**config.mk**
```make
export PLATFORM = sky130hd
export DESIGN_NAME = alu_nzcv_seq_flat
export DESIGN_NICKNAME = d
export VERILOG_FILES = /design/src/rtl/alu_nzcv_seq_pkg.sv /design/src/rtl/alu_nzcv_seq_if.sv /design/src/rtl/alu_nzcv_seq_mul_shift_add.sv /design/src/rtl/alu_nzcv_seq.sv /design/src/flat_wrapper.sv
export SDC_FILE = /design/constraint.sdc
export NUM_CORES = 1
export LEC_CHECK = 0
export ABC_AREA = 1
export ABC_CLOCK_PERIOD_IN_PS = 7600
export BUFFER_PORTS_ARGS = -buffer_cell sky130_fd_sc_hd__clkbuf_2
export CORE_MARGIN = 1
export CORE_UTILIZATION = 35
export CTS_BUF_LIST = sky130_fd_sc_hd__clkbuf_8
export DETAILED_ROUTE_END_ITERATION = 16
export GPL_TIMING_DRIVEN = 0
export PLACE_DENSITY = 0.58
export SYNTH_ARGS = -nofsm -noshare
export SYNTH_HDL_FRONTEND = slang
export SYNTH_SLANG_ARGS = --single-unit
```
**constraint.sdc**
```tcl
create_clock -name clk -period 7.6 [get_ports clk]
set_input_delay 0.38 -clock clk [delete_from_list [all_inputs] [get_ports clk]]
set_output_delay 0.38 -clock clk [all_outputs]
set_load 0.01 [all_outputs]
```
**src/rtl/alu_nzcv_seq_pkg.sv**
```systemverilog
// alu_pkg: opcodes, flag bit positions and FSM states for the NZCV ALU
package alu_pkg;
  typedef enum logic [2:0] {OP_ADD, OP_SUB, OP_AND, OP_ORR, OP_EOR, OP_MUL, OP_LSL, OP_MOV} alu_op_e;
  localparam int FLAG_N = 3;
  localparam int FLAG_Z = 2;
  localparam int FLAG_C = 1;
  localparam int FLAG_V = 0;
  typedef enum logic {IDLE, MUL_RUN} alu_state_e;
endpackage

```
**src/rtl/alu_nzcv_seq_if.sv**
```systemverilog
// alu_nzcv_seq_if: operand valid/ready input and result/flags valid/ready output
interface alu_nzcv_seq_if #(parameter int N = 32);
  import alu_pkg::*;
  logic in_valid;
  logic in_ready;
  alu_op_e op;
  logic [N-1:0] a;
  logic [N-1:0] b;
  logic out_valid;
  logic out_ready;
  logic [N-1:0] c;
  logic [3:0] banderas;
  modport master (output in_valid, op, a, b, out_ready, input in_ready, out_valid, c, banderas);
  modport slave (input in_valid, op, a, b, out_ready, output in_ready, out_valid, c, banderas);
endinterface

```
**src/rtl/alu_nzcv_seq_mul_shift_add.sv**
```systemverilog
// mul_shift_add: iterative shift-add multiplier, one partial product per step
module mul_shift_add #(parameter int N = 32) (
  input  logic           clk,
  input  logic           rst_n,
  input  logic           start,
  input  logic           step,
  input  logic [N-1:0]   a,
  input  logic [N-1:0]   b,
  output logic           done,
  output logic [2*N-1:0] product
);
  localparam int CW = $clog2(N);
  logic [2*N-1:0] acc;
  logic [N-1:0] mcand;
  logic [CW-1:0] cnt;
  logic [N:0] sum;
  // low half holds the remaining multiplier bits; product is the post-step value
  assign sum = {1'b0, acc[2*N-1:N]} + (acc[0] ? {1'b0, mcand} : '0);
  assign product = {sum, acc[N-1:1]};
  assign done = cnt == '0;
  always_ff @(posedge clk or negedge rst_n) begin
    if (!rst_n) begin
      acc <= '0;
      mcand <= '0;
      cnt <= '0;
    end else if (start) begin
      acc <= {{N{1'b0}}, b};
      mcand <= a;
      cnt <= CW'(N - 1);
    end else if (step) begin
      acc <= product;
      cnt <= cnt - 1'b1;
    end
  end
endmodule

```
**src/rtl/alu_nzcv_seq.sv**
```systemverilog
// alu_nzcv_seq: registered integer ALU with NZCV flags and iterative MUL
module alu_nzcv_seq
  import alu_pkg::*;
#(
  parameter int N = 32,
  parameter int MUL_EN = 1
) (
  input logic clk,
  input logic rst_n,
  alu_nzcv_seq_if.slave bus
);
  localparam int SW = $clog2(N);
  alu_state_e state, state_nxt;
  logic fire, is_mul, mul_done, cf, vf;
  logic [N-1:0] res;
  logic [2*N-1:0] prod;
  logic [3:0] fl, mfl;
  assign bus.in_ready = (state == IDLE) && (!bus.out_valid || bus.out_ready);
  assign fire = bus.in_valid && bus.in_ready;
  assign is_mul = (bus.op == OP_MUL) && (MUL_EN != 0);
  always_comb begin
    cf = 1'b0;
    vf = 1'b0;
    res = '0;
    case (bus.op)
      OP_ADD: begin
        {cf, res} = {1'b0, bus.a} + {1'b0, bus.b};
        vf = (bus.a[N-1] == bus.b[N-1]) && (res[N-1] != bus.a[N-1]);
      end
      OP_SUB: begin
        {cf, res} = {1'b1, bus.a} - {1'b0, bus.b};
        vf = (bus.a[N-1] != bus.b[N-1]) && (res[N-1] != bus.a[N-1]);
      end
      OP_AND: res = bus.a & bus.b;
      OP_ORR: res = bus.a | bus.b;
      OP_EOR: res = bus.a ^ bus.b;
      OP_LSL: {cf, res} = {1'b0, bus.a} << bus.b[SW-1:0];
      OP_MOV: res = bus.b;
      default: res = '0;
    endcase
    fl = '0;
    fl[FLAG_N] = res[N-1];
    fl[FLAG_Z] = res == '0;
    fl[FLAG_C] = cf;
    fl[FLAG_V] = vf;
    mfl = '0;
    mfl[FLAG_N] = prod[N-1];
    mfl[FLAG_Z] = prod[N-1:0] == '0;
    mfl[FLAG_V] = |prod[2*N-1:N];
  end
  mul_shift_add #(.N(N)) u_mul (
    .clk(clk),
    .rst_n(rst_n),
    .start(fire && is_mul),
    .step(state == MUL_RUN),
    .a(bus.a),
    .b(bus.b),
    .done(mul_done),
    .product(prod)
  );
  always_comb begin
    state_nxt = state;
    state_nxt = (state == IDLE) ? ((fire && is_mul) ? MUL_RUN : IDLE) : (mul_done ? IDLE : MUL_RUN);
  end
  always_ff @(posedge clk or negedge rst_n) begin
    if (!rst_n) state <= IDLE;
    else state <= state_nxt;
  end
  // a same-edge accept overrides the handoff so back-to-back results have no bubble
  always_ff @(posedge clk or negedge rst_n) begin
    if (!rst_n) begin
      bus.out_valid <= 1'b0;
      bus.c <= '0;
      bus.banderas <= '0;
    end else if (fire && !is_mul) begin
      bus.out_valid <= 1'b1;
      bus.c <= res;
      bus.banderas <= fl;
    end else if (state == MUL_RUN && mul_done) begin
      bus.out_valid <= 1'b1;
      bus.c <= prod[N-1:0];
      bus.banderas <= mfl;
    end else if (bus.out_ready) begin
      bus.out_valid <= 1'b0;
    end
  end
endmodule
```
**src/flat_wrapper.sv**
```systemverilog
// flat-port wrapper written by rule: the top's interface ports become plain ports
module alu_nzcv_seq_flat import alu_pkg::*;
#(
  parameter int N = 32,
  parameter int MUL_EN = 1
)
  (clk, rst_n, bus_in_valid, bus_op, bus_a, bus_b, bus_out_ready, bus_in_ready, bus_out_valid, bus_c, bus_banderas);
  alu_nzcv_seq_if #(.N(N)) bus_i ();
  input logic clk;
  input logic rst_n;
  input wire logic [$bits(bus_i.in_valid)-1:0] bus_in_valid;
  input wire logic [$bits(bus_i.op)-1:0] bus_op;
  input wire logic [$bits(bus_i.a)-1:0] bus_a;
  input wire logic [$bits(bus_i.b)-1:0] bus_b;
  input wire logic [$bits(bus_i.out_ready)-1:0] bus_out_ready;
  output wire logic [$bits(bus_i.in_ready)-1:0] bus_in_ready;
  output wire logic [$bits(bus_i.out_valid)-1:0] bus_out_valid;
  output wire logic [$bits(bus_i.c)-1:0] bus_c;
  output wire logic [$bits(bus_i.banderas)-1:0] bus_banderas;
  assign bus_i.in_valid = bus_in_valid;
  assign bus_i.op = bus_op;
  assign bus_i.a = bus_a;
  assign bus_i.b = bus_b;
  assign bus_i.out_ready = bus_out_ready;
  assign bus_in_ready = bus_i.in_ready;
  assign bus_out_valid = bus_i.out_valid;
  assign bus_c = bus_i.c;
  assign bus_banderas = bus_i.banderas;
  alu_nzcv_seq #(.N(N), .MUL_EN(MUL_EN)) u_core (.clk(clk), .rst_n(rst_n), .bus(bus_i));
endmodule
```
==> key figures <==
CTS
  • Cts hold-fix bufs: 1
  • Clk sinks: 138
  • Post-CTS Setup Bufs: 0
  • Clock Latency Late Sink: roughly 480 ps
  • H-tree levels: 4
  • Clock root cell: clkbuf_8
  • CTS Buf Count: 17
  • Bufs on Longest Clock Path: 2
  • PostCTS Resize Cnt: 0
  • Clock transition at path regs: around 80 ps
  • CTS tree: built

Synthesis
  • EDFF count, synth: 0
  • Synth Warn #: 0
  • Syn avg cell area: slightly below 6 sq um
  • Mapped cell area: 16800 sq um
  • Post-synthesis cell type count: 49
  • Seq cells post-synth: between 100 and 150
  • Sequential-to-total area share from yosys stat: 0.205
  • Fraction of registers with async set or reset after synthesis: 1.00
  • Synth Net Count: a little over 3000
  • Primary FF master, synth: dfrtp_1
  • Synth Instances: around 2900

Hold path
  • Worst hold path class: in2reg

Floorplanning
  • Die height: ~220 microns
  • Area of the die: about 49000 sq um
  • Initial Util: 0.358
  • Placeable Area: 47000 sq um
  • Std-Cell Rows: 79
  • I/O Pins: around 110
  • Die W: roughly 220 microns

Timing
  • Endpoints failing hold: 0
  • Setup repair after global routing missed its margin: false
  • Highest Clock Rate: 242 MHz
  • Max-slew violation count: 0
  • Final setup viols: 0
  • Worst-Margin Slew: slightly below 1000 ps
  • Total negative slack: 0 ps
  • Setup slack after layout: 3460 ps
  • Crit path time final: slightly above 4000 ps
  • Fin Clk Skew: 13.6 ps
  • Final hold slack: 158 ps
  • Final Cycle Share: 0.545
  • Slew HR: 0.340

Power
  • Reg power frac: 0.306
  • Clock power frac: 0.159
  • Comb power frac: 0.536
  • Cell Pwr Density: between 200 and 250 nW/um^2
  • Sw Ratio: 0.490
  • Worst VDD drop: 0.112 mV
  • Pleak: between 10 and 15 nW
  • Pint: between 1.5 and 2 mW
  • Net switching power: 1.85 mW

Critical path
  • Worst Setup EP: u_core.bus.banderas[2]$_DFFE_PN0P_
  • Worst path required time: ~8000 ps
  • Arr. time, crit path: 4560 ps
  • Setup crit start: bus_b[2]
  • Critical Path Fanout Max: 11
  • Max stage delay on crit path: 680 ps
  • Worst r2r dst: u_core.bus.banderas[0]$_DFFE_PN0P_
  • Endpoint class of the critical path: flip-flop
  • Setup Crit Path Kind: in2reg
  • Worst reg2reg path startpoint: u_core.u_mul.acc[0]$_DFFE_PN0P_
  • Most frequent cell on the critical path: nand2_1
  • Slowest cell on the critical path: buf_1
  • Startpoint types: input pin
  • Worst Reg2Reg Path Length in Cells: 21
  • R2R setup slack: 4020 ps

Global routing
  • GR Util All Layers: 0.324
  • Initial antenna violation count: 8
  • Global-route wire length before repair: 118000 microns
  • Number of global-route vias before repair: about 19000
  • Pin count of the biggest net entering global routing: between 80 and 90
  • Total gr overflow: 0

Finish
  • Cell Count, Final, Fillers Out: approximately 3600
  • Most common cell after layout, fill and taps aside: nand2_1
  • Area growth syn-to-layout: 10.3%
  • Register area: 3450 sq um
  • Multi-input gate area: approximately 11000 sq um
  • Layout fillers: 5330
  • Fraction of final layout cells sized beyond drive strength 1: 0.0786
  • Design area: around 19000 sq um
  • Nets: between 3000 and 4000
  • Commonest cells after routing, fill and taps aside: nand2_1, inv_1, nand3_1, nor2_1, o21ai_0

Routing
  • Drt initial violations: between 2000 and 2500
  • DR WL/cell: about 22 microns
  • WL final: 80400 microns
  • Vias per cell: 5.49
  • Vias post-DR: between 15000 and 20000
  • DRC: 0
  • DRT antenna net count: 0
  • Drt pass-1 iters: 6

Flow run
  • Max Cap Viol: 0

Run status
  • Status: complete, no violations

Placement
  • Dpl cells: approximately 3600
  • Placer Congestion: 1.05
  • PortBufs: between 100 and 150
  • Placed Instance Area: roughly 18000 sq um
  • Place WS: between 3000 and 4000 ps
  • Hpwl dp: roughly 70000 microns
cell usage after synthesis, drive strengths merged (3+ instances only):
library cell	n	area share
xnor2	11	0.0057
ha	131	0.097
o22ai	38	0.014
a31oi	5	0.0019
clkbuf	53	0.014
nor3	22	0.0077
nand3	366	0.11
o311ai	3	0.0016
nor4	3	0.0011
fa	3	0.0036
a21oi	119	0.036
nand3b	4	0.0018
a211oi	5	0.0022
xor2	9	0.0047
buf	70	0.028
o211ai	19	0.0085
nand2	846	0.19
clkinv	3	0.00074
nand4	41	0.015
dfrtp	138	0.21
o21bai	20	0.0089
inv	423	0.095
o21ai	242	0.072
nor2	296	0.068
worst min path at each step:
stage / slack [ps] / end / start / cells after the start
after detailed placement: 370 / u_core.u_mul.cnt[4]$_DFFE_PN0P_ / rst_n / 1
after global placement: 470 / u_core.u_mul.mcand[18]$_DFFE_PN0P_ / u_core.u_mul.mcand[18]$_DFFE_PN0P_ / 2
final: 160 / u_core.bus.out_valid$_DFFE_PN0P_ / bus_out_ready / 4
after global routing: 160 / u_core.bus.out_valid$_DFFE_PN0P_ / bus_out_ready / 4
after floorplan: 80 / u_core.bus.banderas[0]$_DFFE_PN0P_ / rst_n / 0
after CTS: 120 / u_core.bus.out_valid$_DFFE_PN0P_ / bus_out_ready / 4
state kept, by name (all words and copies together) (netlist names):
name / flops
u_core.u_mul.mcand: 32
u_core.bus.banderas: 4
u_core.u_mul.cnt: 5
u_core.state: 1
u_core.u_mul.acc: 64
u_core.bus.c: 31
u_core.bus.out_valid: 1
metal layers:
| layer | part of all wire | GRT usage | routed length, microns |
|---|---|---|---|
| met3 | 0.064 | 0.0413 | 5120 |
| met2 | 0.47 | 0.561 | 38100 |
| met1 | 0.41 | 0.396 | 33200 |
| met4 | 0.049 | 0.154 | 3930 |
| met5 | 0.00062 | 0 | 50 |
cell families after synthesis:
kind of cell,after synthesis,synth area share
simple gates,1583,0.395
buf+inv,549,0.137
compound gates,464,0.152
flops,138,0.205
fa+ha+maj,134,0.101
xor+xnor,20,0.0104
power by group through the flow:
stage | sequential, mW | combinational [mW] | clock, mW
final | 1.16 | 2.03 | 0.601
after global routing | 1.18 | 2.25 | 0.639
after CTS | 1.15 | 2.00 | 0.614
after detailed placement | 1.16 | 1.99 | 0
after global placement | 1.15 | 1.98 | 0
after floorplan | 1.15 | 1.29 | 0
metrics by stage:
stage | power [mW] | utilization
floorplan | 2.44 | -
global placement | 3.13 | 0.386
detailed placement | 3.15 | 0.386
CTS | 3.77 | 0.395
global route | 4.08 | 0.395
finish | 3.78 | 0.395
critical path, delay by kind of cell:
kind / cells / cell delay (ps)
adders and majority gates: 1 / 370
buffers and inverters: 6 / 1370
and+or+nand+nor: 18 / 2420
final cells by class:
| cell class | instances | share of cell area |
|---|---|---|
| multi-input cells | 2201 | 0.597 |
| flip-flops and latches | 138 | 0.186 |
| inverters | 426 | 0.0864 |
| well taps | 607 | 0.0409 |
| plain buffers | 123 | 0.0375 |
| repair buffers | 108 | 0.0311 |
| clock buffers | 20 | 0.0148 |
| clock inverters | 12 | 0.00607 |
| diodes | 2 | 0.000270 |
No activity file was read; power rests on OpenSTA's default activity.
